<file path="src/rtl/typed_mem_responder.sv">
// typed_mem_responder
// Responder side of the typed request/response interface. It accepts one read or write
// at a time into a small register file. It answers with a single response after a fixed
// latency. The address and data widths come from type parameters.

module typed_mem_responder #(
    parameter int  DEPTH      = 8,
    parameter int  RD_LATENCY = 1,
    parameter type ADDR       = bit [31:0],
    parameter type DATA       = logic [7:0]
) (
    input  logic        clk,
    input  logic        rst,
    input  logic        req_valid,
    output logic        req_ready,
    input  logic        req_write,
    input  ADDR         req_addr,
    input  DATA         req_wdata,
    output logic        rsp_valid,
    input  logic        rsp_ready,
    output DATA         rsp_rdata,
    output logic        rsp_err,
    output logic [15:0] txn_count
);

    localparam int IDX_W = $clog2(DEPTH);
    localparam int AW    = $bits(ADDR);
    localparam logic [3:0] LAT_INIT = 4'(RD_LATENCY - 1);

    typedef enum logic [1:0] {
        IDLE,
        WAIT,
        RESP
    } state_t;

    state_t           state;
    logic [3:0]       lat_cnt;
    DATA              mem [DEPTH];

    logic [AW-1:0]    addr_bits;
    logic [IDX_W-1:0] idx;
    logic             in_range;
    logic             accept;

    // Treat the address as an unsigned bit vector, so that a signed ADDR such as longint
    // with a negative value counts as out of range. DEPTH is a power of two. That means
    // "addr < DEPTH" is the same as "every bit above the index field is zero".
    assign addr_bits = req_addr;
    assign idx       = addr_bits[IDX_W-1:0];
    assign in_range  = (addr_bits >> IDX_W) == '0;

    // Requests are only taken in IDLE. Holding reset high forces ready low.
    assign req_ready = (state == IDLE) && !rst;
    assign accept    = req_valid && req_ready;

    // Main FSM: accept, count out the latency, present the response, and track completions
    always_ff @(posedge clk) begin
        if (rst) begin
            state     <= IDLE;
            lat_cnt   <= '0;
            rsp_valid <= 1'b0;
            rsp_rdata <= '0;
            rsp_err   <= 1'b0;
            txn_count <= '0;
            for (int i = 0; i < DEPTH; i++) begin
                mem[i] <= '0;
            end
        end else begin
            case (state)
                IDLE: begin
                    if (accept) begin
                        lat_cnt <= LAT_INIT;
                        state   <= WAIT;
                        rsp_err <= !in_range;
                        if (req_write) begin
                            rsp_rdata <= '0;
                            if (in_range) begin
                                mem[idx] <= req_wdata;
                            end
                        end else begin
                            rsp_rdata <= in_range ? mem[idx] : '0;
                        end
                    end
                end
                WAIT: begin
                    if (lat_cnt == 4'd0) begin
                        state     <= RESP;
                        rsp_valid <= 1'b1;
                    end else begin
                        lat_cnt <= lat_cnt - 4'd1;
                    end
                end
                RESP: begin
                    if (rsp_ready) begin
                        rsp_valid <= 1'b0;
                        txn_count <= txn_count + 16'd1;
                        state     <= IDLE;
                    end
                end
                default: begin
                    state <= IDLE;
                end
            endcase
        end
    end

endmodule

</file>
<file path="config.mk">
export PLATFORM = sky130hd
export DESIGN_NAME = typed_mem_responder
export DESIGN_NICKNAME = d
export VERILOG_FILES = /design/src/rtl/typed_mem_responder.sv
export SDC_FILE = /design/constraint.sdc
export NUM_CORES = 1
export LEC_CHECK = 0
export BUFFER_PORTS_ARGS = -buffer_cell sky130_fd_sc_hd__buf_2
export CORE_ASPECT_RATIO = 0.9
export CORE_MARGIN = 1
export CORE_UTILIZATION = 50
export DETAILED_ROUTE_END_ITERATION = 7
export GPL_TIMING_DRIVEN = 0
export PLACE_DENSITY = 0.81
export SLEW_MARGIN = 25
export SYNTH_ARGS = -nofsm -noshare
export SYNTH_HDL_FRONTEND = slang
export SYNTH_SLANG_ARGS = --single-unit
</file>
<file path="constraint.sdc">
create_clock -name clk -period 2.6 [get_ports clk]
set_clock_uncertainty 0.05 [all_clocks]
set_input_delay 0 -clock clk [delete_from_list [all_inputs] [get_ports clk]]
set_output_delay 0 -clock clk [all_outputs]
set_load 0.01 [all_outputs]
</file>
==> results of run 1 <==
==> cells by family (layout without fill, tap and decap cells) <==
kind of cell,count (synthesis),count (layout),share of synthesized area [%]
adders and majority gates,3,3,0.823
muxes,17,17,3.73
xor gates and xnor gates,9,9,1.73
DFF,96,96,56.2
AOI/OAI and AO/OA,73,73,11.7
and+or+nand+nor,150,150,21.3
buffers and inverters,39,128,4.55
==> power by group through the flow <==
stage	Sequential, W	Combinational, W	Clock (W)
2_1_floorplan	0.00171	0.000158	0
3_3_place_gp	0.00171	0.000256	0
3_5_place_dp	0.00172	0.000266	0
4_1_cts	0.00168	0.000275	0.00104
5_1_grt	0.00169	0.000303	0.00110
6_report	0.00168	0.000278	0.00104
==> synth_stat cells, drive strengths merged (8+ instances only) <==
| master | count | area share (%) |
|---|---|---|
| a21oi | 20 | 2.2 |
| edfxtp | 64 | 42 |
| a21o | 8 | 1.3 |
| dfxtp | 32 | 14 |
| nor2 | 20 | 1.6 |
| clkbuf | 18 | 1.5 |
| and3 | 42 | 5.8 |
| mux2i | 17 | 3.7 |
| buf | 13 | 2.4 |
| a32o | 8 | 1.8 |
| nand2 | 13 | 1.1 |
| nor3 | 27 | 5.3 |
| o221ai | 16 | 3.1 |
==> flip-flops by register name (all words and copies together) (netlist names) <==
| signal | cells |
|---|---|
| mem | 64 |
| txn_count | 16 |
| rsp_rdata | 8 |
| lat_cnt | 4 |
| state | 2 |
| rsp_err | 1 |
| rsp_valid | 1 |
==> stage by stage <==
step	instance area (um2)	setup WS (ns)	instances	utilization, %	total power (W)
floorplan	4560	0.321	387	-	0.00187
global placement	5050	-0.252	575	57.9	0.00197
detailed placement	5050	-0.326	575	57.9	0.00198
CTS	5330	0.0505	595	61.1	0.00300
global route	5330	0.0503	595	61.1	0.00309
finish	5330	0.149	595	61.1	0.00299
==> timing repair <==
item / 4_1_cts / 5_1_grt
hold buffers: 4 / 0
setup buffers: 0 / 0
hold endpoints to repair: 9 / 0
resized for setup: 9 / 1
setup endpoints to repair: 64 / 36
pin swaps: 0 / 1
==> path summary, 6_finish.rpt <==
check                                   from         to  slack [ns]  depth (start not counted)
worst max-delay path                state[0]  mem[5][0]        0.15                          6
worst min-delay path            req_wdata[3]  mem[6][3]        0.01                          2
worst max register to register      state[0]  mem[5][0]        0.15                          6
worst min register to register       rsp_err    rsp_err        0.41                          2
==> critical path: stages (launching register included) <==
cell and delay (ns):
dfxtp_1 0.32, buf_6 0.13, or4b_4 0.51, buf_6 0.16
nor4b_4 0.39, buf_2 0.29, a21o_2 0.30
==> cell type report <==
| type | instances | area [um2] |
|---|---|---|
| Fill cell | 731 | 3400 |
| Sequential cell | 96 | 2560 |
| Tap cell | 119 | 149 |
| Buffer | 31 | 178 |
| Clock inverter | 5 | 81.3 |
| Timing Repair Buffer | 73 | 385 |
| Inverter | 8 | 30.0 |
| Multi-Input combinational cell | 252 | 1820 |
| Clock buffer | 11 | 131 |
==> metal layers <==
layer | part of all wire (%) | up-vias
met1 | 42 | 1665
li1 | - | 1660
met4 | 2.0 | 0
met3 | 6.7 | 17
met2 | 49 | 156
met5 | 0 | -
==> impl_metrics.env, run 1 <==
export IMPL_comb_power_share_pct=9.3
export IMPL_antenna_found_initial=0
export IMPL_routed_wl_mm=10.9
export IMPL_drcViolationCount=0
export IMPL_power_switching_w=0.000687
export IMPL_netlist_area_mm2=0.00456
export IMPL_antenna_cells=0
export IMPL_mostFrequentLayoutCells="74 x buf_2, 64 x edfxtp_1, 42 x and3_1"
export IMPL_place_congestion=0.871
export IMPL_ir_drop_mv=0.350
export IMPL_critPathRequiredTime_ns=2.59
export IMPL_gr_usage_met1_pct=31.3
export IMPL_die_w_um=103
export IMPL_root_buffer="clkbuf_8"
export IMPL_cp_max_fo=10
export IMPL_io_pins=72
export IMPL_clockBufferDepth=2
export IMPL_rsz0062_at_grt="false"
export IMPL_synth_edf_count=64
export IMPL_fp_dieH_um=92.6
export IMPL_grt_pass1_wl_mm=16.9
export IMPL_core_mm2=0.00873
export IMPL_avgSynthCellArea_um2=11.8
export IMPL_routed_via_density=5.88
export IMPL_grt_pass1_vias=3352
export IMPL_fp_row_count=32
export IMPL_dpl_hpwl_mm=7.87
export IMPL_clk_insertion_delay_late_ns=0.35
export IMPL_end_kind="flip-flop"
export IMPL_status="complete, no violations"
export IMPL_yosysSeqAreaShare_pct=56.2
export IMPL_p_int_w=0.00231
export IMPL_synth_warnings=0
export IMPL_htree_levels=3
export IMPL_pwr_share_seq_pct=56.1
export IMPL_cts_buffers=9
export IMPL_clk_pin_slew_ns=0.09
export IMPL_cts_sinks=96
export IMPL_antenna_left=0
export IMPL_cts_tree="yes"
export IMPL_yosys_register_bits=96
export IMPL_cp_data_arrival_time_ns=2.44
export IMPL_gr_usage_met2_pct=40.9
export IMPL_clock_power_share_pct=34.6
export IMPL_synth_fp_nets=435
export IMPL_busiest_layer="met2"
export IMPL_setup_viol=0
export IMPL_fmax_ghz=0.408
export IMPL_routedWlPerCell_um=18.3
export IMPL_drt_iter0_drc=228
export IMPL_swShare_pct=22.9
export IMPL_fin_nets=519
export IMPL_final_common_cell="buf_2"
export IMPL_setup_tns_ns=0
export IMPL_start_util_pct=52.3
export IMPL_maxCapViolations=0
export IMPL_period_needed_ns=2.45
export IMPL_tightest_slew_ns=0.747
export IMPL_crit_type="reg -> reg"
export IMPL_min_path_type="in -> reg"
export IMPL_slew_violations=0
export IMPL_grt_max_degree=16
export IMPL_io_buffers=69
export IMPL_grt_total_usage_pct=24.3
export IMPL_cp_start_kind="flip-flop"
export IMPL_vias=3498
export IMPL_p_leak_nw=2.17
export IMPL_grt_use_met3_pct=4.23
export IMPL_relSlewSlack_pct=50.2
export IMPL_p_per_area_mw_per_mm2=562
export IMPL_syn_inst=387
export IMPL_syn_to_final_growth_pct=16.9
export IMPL_synth_main_ff_cell="edfxtp_1"
export IMPL_firstDrtPassIters=6
export IMPL_synth_distinct_cells=48
export IMPL_layout_drive_gt1_share_pct=26.9
export IMPL_whs_ns=0.0133
export IMPL_post_route_period_util_pct=94.3
export IMPL_grt_overflow=0
export IMPL_final_hold_viol_count=0
export IMPL_ys_async_sr_fraction_pct=0
export IMPL_die_area_mm2=0.00951
Note: power is estimated with default switching activity, not from simulation.
==> run 2, diff against run 1 <==
RECOVER_POWER = 50   (was not set)
==> impl_metrics.env, run 2 (synthesis results as in run 1) <==
export IMPL_top_register="mem"
export IMPL_r2r_start="state[0]"
export IMPL_rsz0062_at_grt="false"
export IMPL_die_w_um=103
export IMPL_fin_area_mm2=0.00526
export IMPL_firstDrtPassIters=5
export IMPL_critPathLaunch="state[0]"
export IMPL_p_int_w=0.00231
export IMPL_cts_tree="yes"
export IMPL_critPathRequiredTime_ns=2.60
export IMPL_slowest_stage="or4b_1"
export IMPL_largest_register_ff_count=64
export IMPL_cp_common_cell="buf_6"
export IMPL_ir_drop_mv=0.350
export IMPL_antenna_left=0
export IMPL_period_needed_ns=2.46
export IMPL_slew_violations=0
export IMPL_routed_top_layer="met4"
export IMPL_antenna_cells=0
export IMPL_swShare_pct=22.9
export IMPL_status="complete, no violations"
export IMPL_pwr_share_seq_pct=56.2
export IMPL_dpl_cell_area_mm2=0.00505
export IMPL_start_util_pct=52.3
export IMPL_crit_chain="buf_6, or4b_1, buf_6, nor4b_4, buf_2, a21o_2"
export IMPL_mostFrequentLayoutCells="64 x edfxtp_1, 50 x clkbuf_1, 45 x buf_2"
export IMPL_die_area_mm2=0.00951
export IMPL_power_switching_w=0.000684
export IMPL_post_route_period_util_pct=94.7
export IMPL_cp_data_arrival_time_ns=2.46
export IMPL_syn_to_final_growth_pct=15.2
export IMPL_drcViolationCount=0
export IMPL_htree_levels=3
export IMPL_met2_wirelength_mm=5.32
export IMPL_clk_insertion_delay_late_ns=0.36
export IMPL_postCtsSetupBuffers=0
export IMPL_worstHoldStart="req_wdata[4]"
export IMPL_grt_overflow=0
export IMPL_whs_ns=0.0156
export IMPL_grt_pass1_wl_mm=16.9
export IMPL_routed_wl_mm=10.9
export IMPL_min_path_type="in -> reg"
export IMPL_cts_buffers=9
export IMPL_fin_nets=519
export IMPL_p_per_area_mw_per_mm2=569
export IMPL_cp_buffers_inverters=3
export IMPL_p_leak_nw=2.03
export IMPL_tightest_slew_ns=0.918
export IMPL_fp_dieH_um=92.6
export IMPL_crit_type="reg -> reg"
export IMPL_setup_slack_ns=0.139
export IMPL_clock_power_share_pct=34.6
export IMPL_antenna_found_initial=0
export IMPL_final_common_cell="edfxtp_1"
export IMPL_cp_start_kind="flip-flop"
export IMPL_largest_registers="mem: 64 flops, txn_count: 16 flops, rsp_rdata: 8 flops"
export IMPL_fp_row_count=32
export IMPL_vias=3477
export IMPL_grt_max_degree=16
export IMPL_grt_pass1_vias=3352
export IMPL_io_pins=72
export IMPL_setup_viol=0
export IMPL_comb_power_share_pct=9.2
export IMPL_grt_total_usage_pct=24.3
export IMPL_routedWlPerCell_um=18.3
export IMPL_relSlewSlack_pct=38.3
export IMPL_drt_iter0_drc=242
export IMPL_io_buffers=69
export IMPL_met1Wirelength_mm=4.56
export IMPL_routed_via_density=5.84
export IMPL_core_mm2=0.00873
export IMPL_cts_sinks=96
export IMPL_slowest_delay_ns=0.52
export IMPL_layout_drive_gt1_share_pct=19.7
export IMPL_root_buffer="clkbuf_8"
export IMPL_fmax_ghz=0.406
export IMPL_place_ws_ns=-0.326
export IMPL_fillers=745
export IMPL_maxCapViolations=0
export IMPL_clk_pin_slew_ns=0.09
export IMPL_place_congestion=0.871
export IMPL_dpl_hpwl_mm=7.87
export IMPL_met3_length_um=757
export IMPL_cp_max_fo=10
export IMPL_clockBufferDepth=2
export IMPL_crit_family="simple AND/OR/NAND/NOR gates"
export IMPL_final_hold_viol_count=0
export IMPL_end_kind="flip-flop"
==> run 2: cell types whose count changed in the layout (fill, tap and decap cells not counted) <==
cell,change
clkbuf_1,+30
buf_2,-29
nor3_1,+3
nor3_2,-3
and2_0,+1
and2_1,-1
buf_12,-1
buf_6,-1
clkbuf_2,+1
or4b_1,+1
or4b_4,-1
==> run 2: per-layer routing <==
| metal | vias to the layer above | track usage (%) |
|---|---|---|
| met5 | - | 0 |
| met4 | 0 | 8.93 |
| met3 | 18 | 4.23 |
| met2 | 137 | 40.9 |
| met1 | 1663 | 31.3 |
| li1 | 1659 | - |
==> run 2: cell type report <==
type	instances	area (um2)	area share, %
timing repair buffer	73	352	6.69
buffer	31	153	2.90
tap	119	149	2.83
inverter	8	30.0	0.571
multi-input combinational	252	1800	34.2
sequential	96	2560	48.8
clock inverter	5	81.3	1.55
clock buffer	11	131	2.50
==> run 2: stage by stage <==
step / power, W / util, % / TNS (ns) / instances
after floorplan: 0.00187 / - / 0 / 387
after CTS: 0.00300 / 61.1 / 0 / 595
after global routing: 0.00309 / 60.2 / 0 / 595
after global placement: 0.00197 / 57.9 / -7.53 / 575
final: 0.00299 / 60.2 / 0 / 595
after detailed placement: 0.00198 / 57.9 / -9.78 / 575
==> run 2: path summary, 6_finish.rpt <==
check / depth (start not counted) / slack [ns] / endpoint
min: 2 / 0.02 / mem[0][4]
max: 6 / 0.14 / mem[5][0]
max reg2reg: 6 / 0.14 / mem[5][0]
min reg2reg: 2 / 0.42 / rsp_err
==> run 2: repair_timing <==
action                     in CTS  in global routing
hold endpoints to repair        9                  0
hold buffers                    4                  0
pin swaps                       0                  1
setup endpoints to repair      64                 36
gates resized for setup         9                  1
==> run 2: power by group through the flow <==
| stage | Clock, W | Combinational, W | Sequential [W] |
|---|---|---|---|
| floorplan | 0 | 0.000158 | 0.00171 |
| global placement | 0 | 0.000256 | 0.00171 |
| detailed placement | 0 | 0.000266 | 0.00172 |
| CTS | 0.00104 | 0.000275 | 0.00168 |
| global route | 0.00110 | 0.000300 | 0.00169 |
| finish | 0.00103 | 0.000274 | 0.00168 |
==> run 3, diff against run 2 <==
CORE_MARGIN = not set   (was 1)
CTS_BUF_LIST = sky130_fd_sc_hd__clkbuf_4 sky130_fd_sc_hd__clkbuf_8   (was not set)
==> impl_metrics.env, run 3 (synthesis results as in run 1) <==
export IMPL_status="complete, no violations"
export IMPL_cts_tree="yes"
export IMPL_place_congestion=0.871
export IMPL_routed_wl_mm=10.8
export IMPL_cp_data_arrival_time_ns=2.46
export IMPL_largest_registers="mem: 64 flops, txn_count: 16 flops, rsp_rdata: 8 flops"
export IMPL_clk_insertion_delay_late_ns=0.36
export IMPL_slowest_stage="or4b_1"
export IMPL_io_pins=72
export IMPL_post_route_period_util_pct=94.7
export IMPL_dp_cells=575
export IMPL_fmax_ghz=0.406
export IMPL_multiInputGateArea_mm2=0.00180
export IMPL_drt_iter0_drc=209
export IMPL_syn_to_final_growth_pct=15.4
export IMPL_dpl_hpwl_mm=7.87
export IMPL_layout_drive_gt1_share_pct=20.2
export IMPL_end_kind="flip-flop"
export IMPL_grt_overflow=0
export IMPL_postCtsSetupBuffers=0
export IMPL_fin_cells=595
export IMPL_cp_max_fo=10
export IMPL_ir_drop_mv=0.350
export IMPL_maxCapViolations=0
export IMPL_regArea_mm2=0.00256
export IMPL_fillers=740
export IMPL_slowest_delay_ns=0.52
export IMPL_io_buffers=69
export IMPL_mostFrequentLayoutCells="64 x edfxtp_1, 48 x clkbuf_1, 45 x buf_2"
export IMPL_top_register="mem"
export IMPL_min_path_type="in -> reg"
export IMPL_relSlewSlack_pct=37.5
export IMPL_root_buffer="clkbuf_8"
export IMPL_p_leak_nw=2.04
export IMPL_antenna_cells=0
export IMPL_cts_buffers=9
export IMPL_tightest_slew_ns=0.931
export IMPL_p_int_w=0.00233
export IMPL_final_hold_viol_count=0
export IMPL_cp_buffers_inverters=3
export IMPL_critPathLaunch="state[0]"
export IMPL_fp_row_count=32
export IMPL_comb_power_share_pct=9.1
export IMPL_grt_pass1_vias=3349
export IMPL_antenna_found_initial=0
export IMPL_fp_dieH_um=92.6
export IMPL_die_area_mm2=0.00951
export IMPL_final_common_cell="edfxtp_1"
export IMPL_clk_pin_slew_ns=0.09
export IMPL_p_per_area_mw_per_mm2=572
export IMPL_vias=3482
export IMPL_rsz0062_at_grt="false"
export IMPL_setup_viol=0
export IMPL_crit_chain="buf_6, or4b_1, buf_6, nor4b_4, buf_2, a21o_2"
export IMPL_firstDrtPassIters=5
export IMPL_power_switching_w=0.000685
export IMPL_slew_violations=0
export IMPL_start_util_pct=52.3
export IMPL_critPathRequiredTime_ns=2.60
export IMPL_met3_length_um=745
export IMPL_setup_tns_ns=0
export IMPL_routedWlPerCell_um=18.2
export IMPL_cts_sinks=96
export IMPL_crit_type="reg -> reg"
export IMPL_period_needed_ns=2.46
export IMPL_r2r_start="state[0]"
export IMPL_routed_via_density=5.85
export IMPL_clock_power_share_pct=35.1
export IMPL_met2_wirelength_mm=5.27
export IMPL_antenna_left=0
export IMPL_crit_family="simple AND/OR/NAND/NOR gates"
export IMPL_cp_start_kind="flip-flop"
export IMPL_clockBufferDepth=2
export IMPL_fin_area_mm2=0.00526
export IMPL_largest_register_ff_count=64
export IMPL_met1Wirelength_mm=4.57
export IMPL_cp_common_cell="buf_6"
export IMPL_swShare_pct=22.8
export IMPL_worstHoldStart="req_wdata[3]"
export IMPL_fin_nets=519
export IMPL_grt_pass1_wl_mm=16.8
export IMPL_pwr_share_seq_pct=55.8
export IMPL_grt_total_usage_pct=24.2
export IMPL_die_w_um=103
export IMPL_dpl_cell_area_mm2=0.00505
export IMPL_reg2reg_slack_ns=0.14
export IMPL_core_mm2=0.00873
export IMPL_htree_levels=3
export IMPL_total_power_w=0.00301
export IMPL_grt_max_degree=16
export IMPL_whs_ns=0.0140
export IMPL_routed_top_layer="met4"
export IMPL_drcViolationCount=0
-- run 3: path summary, 6_finish.rpt --
check	endpoint	cells after the start
worst max-delay path	mem[5][0]	6
worst min-delay path	mem[6][3]	2
worst max register to register	mem[5][0]	6
worst min register to register	rsp_err	2
-- run 3: per-layer routing --
metal,global-route usage (%),up-vias
met5,0,-
met4,9.05,0
met3,4.30,16
met2,40.4,140
met1,31.2,1671
li1,-,1655
-- run 3: final cells by class --
cell class / instances / area share [%]
repair buffers: 73 / 6.68
inverters: 8 / 0.571
flip-flops and latches: 96 / 48.7
clock inverters: 5 / 1.55
well taps: 119 / 2.83
multi-input cells: 252 / 34.1
plain buffers: 31 / 2.90
clock buffers: 11 / 2.64
-- run 3: power by group through the flow --
stage          Combinational (W)  Sequential (W)  Clock [W]
2_1_floorplan           0.000158         0.00171          0
3_3_place_gp            0.000256         0.00171          0
3_5_place_dp            0.000266         0.00172          0
4_1_cts                 0.000274         0.00168    0.00106
5_1_grt                 0.000299         0.00169    0.00112
6_report                0.000274         0.00168    0.00106
-- run 3: timing repair --
item,CTS,global route
gates cloned,0,0
gates resized for setup,9,1
endpoints found under the setup margin,64,36
hold buffers,4,0
hold endpoints to repair,9,0
pin swaps,0,1
-- run 3: per-stage QoR --
step	setup slack, ns	util (%)
after floorplan	0.321	-
after global placement	-0.252	57.9
after CTS	0.0505	61.2
after detailed placement	-0.326	57.9
final	0.137	60.3
after global routing	0.0312	60.3
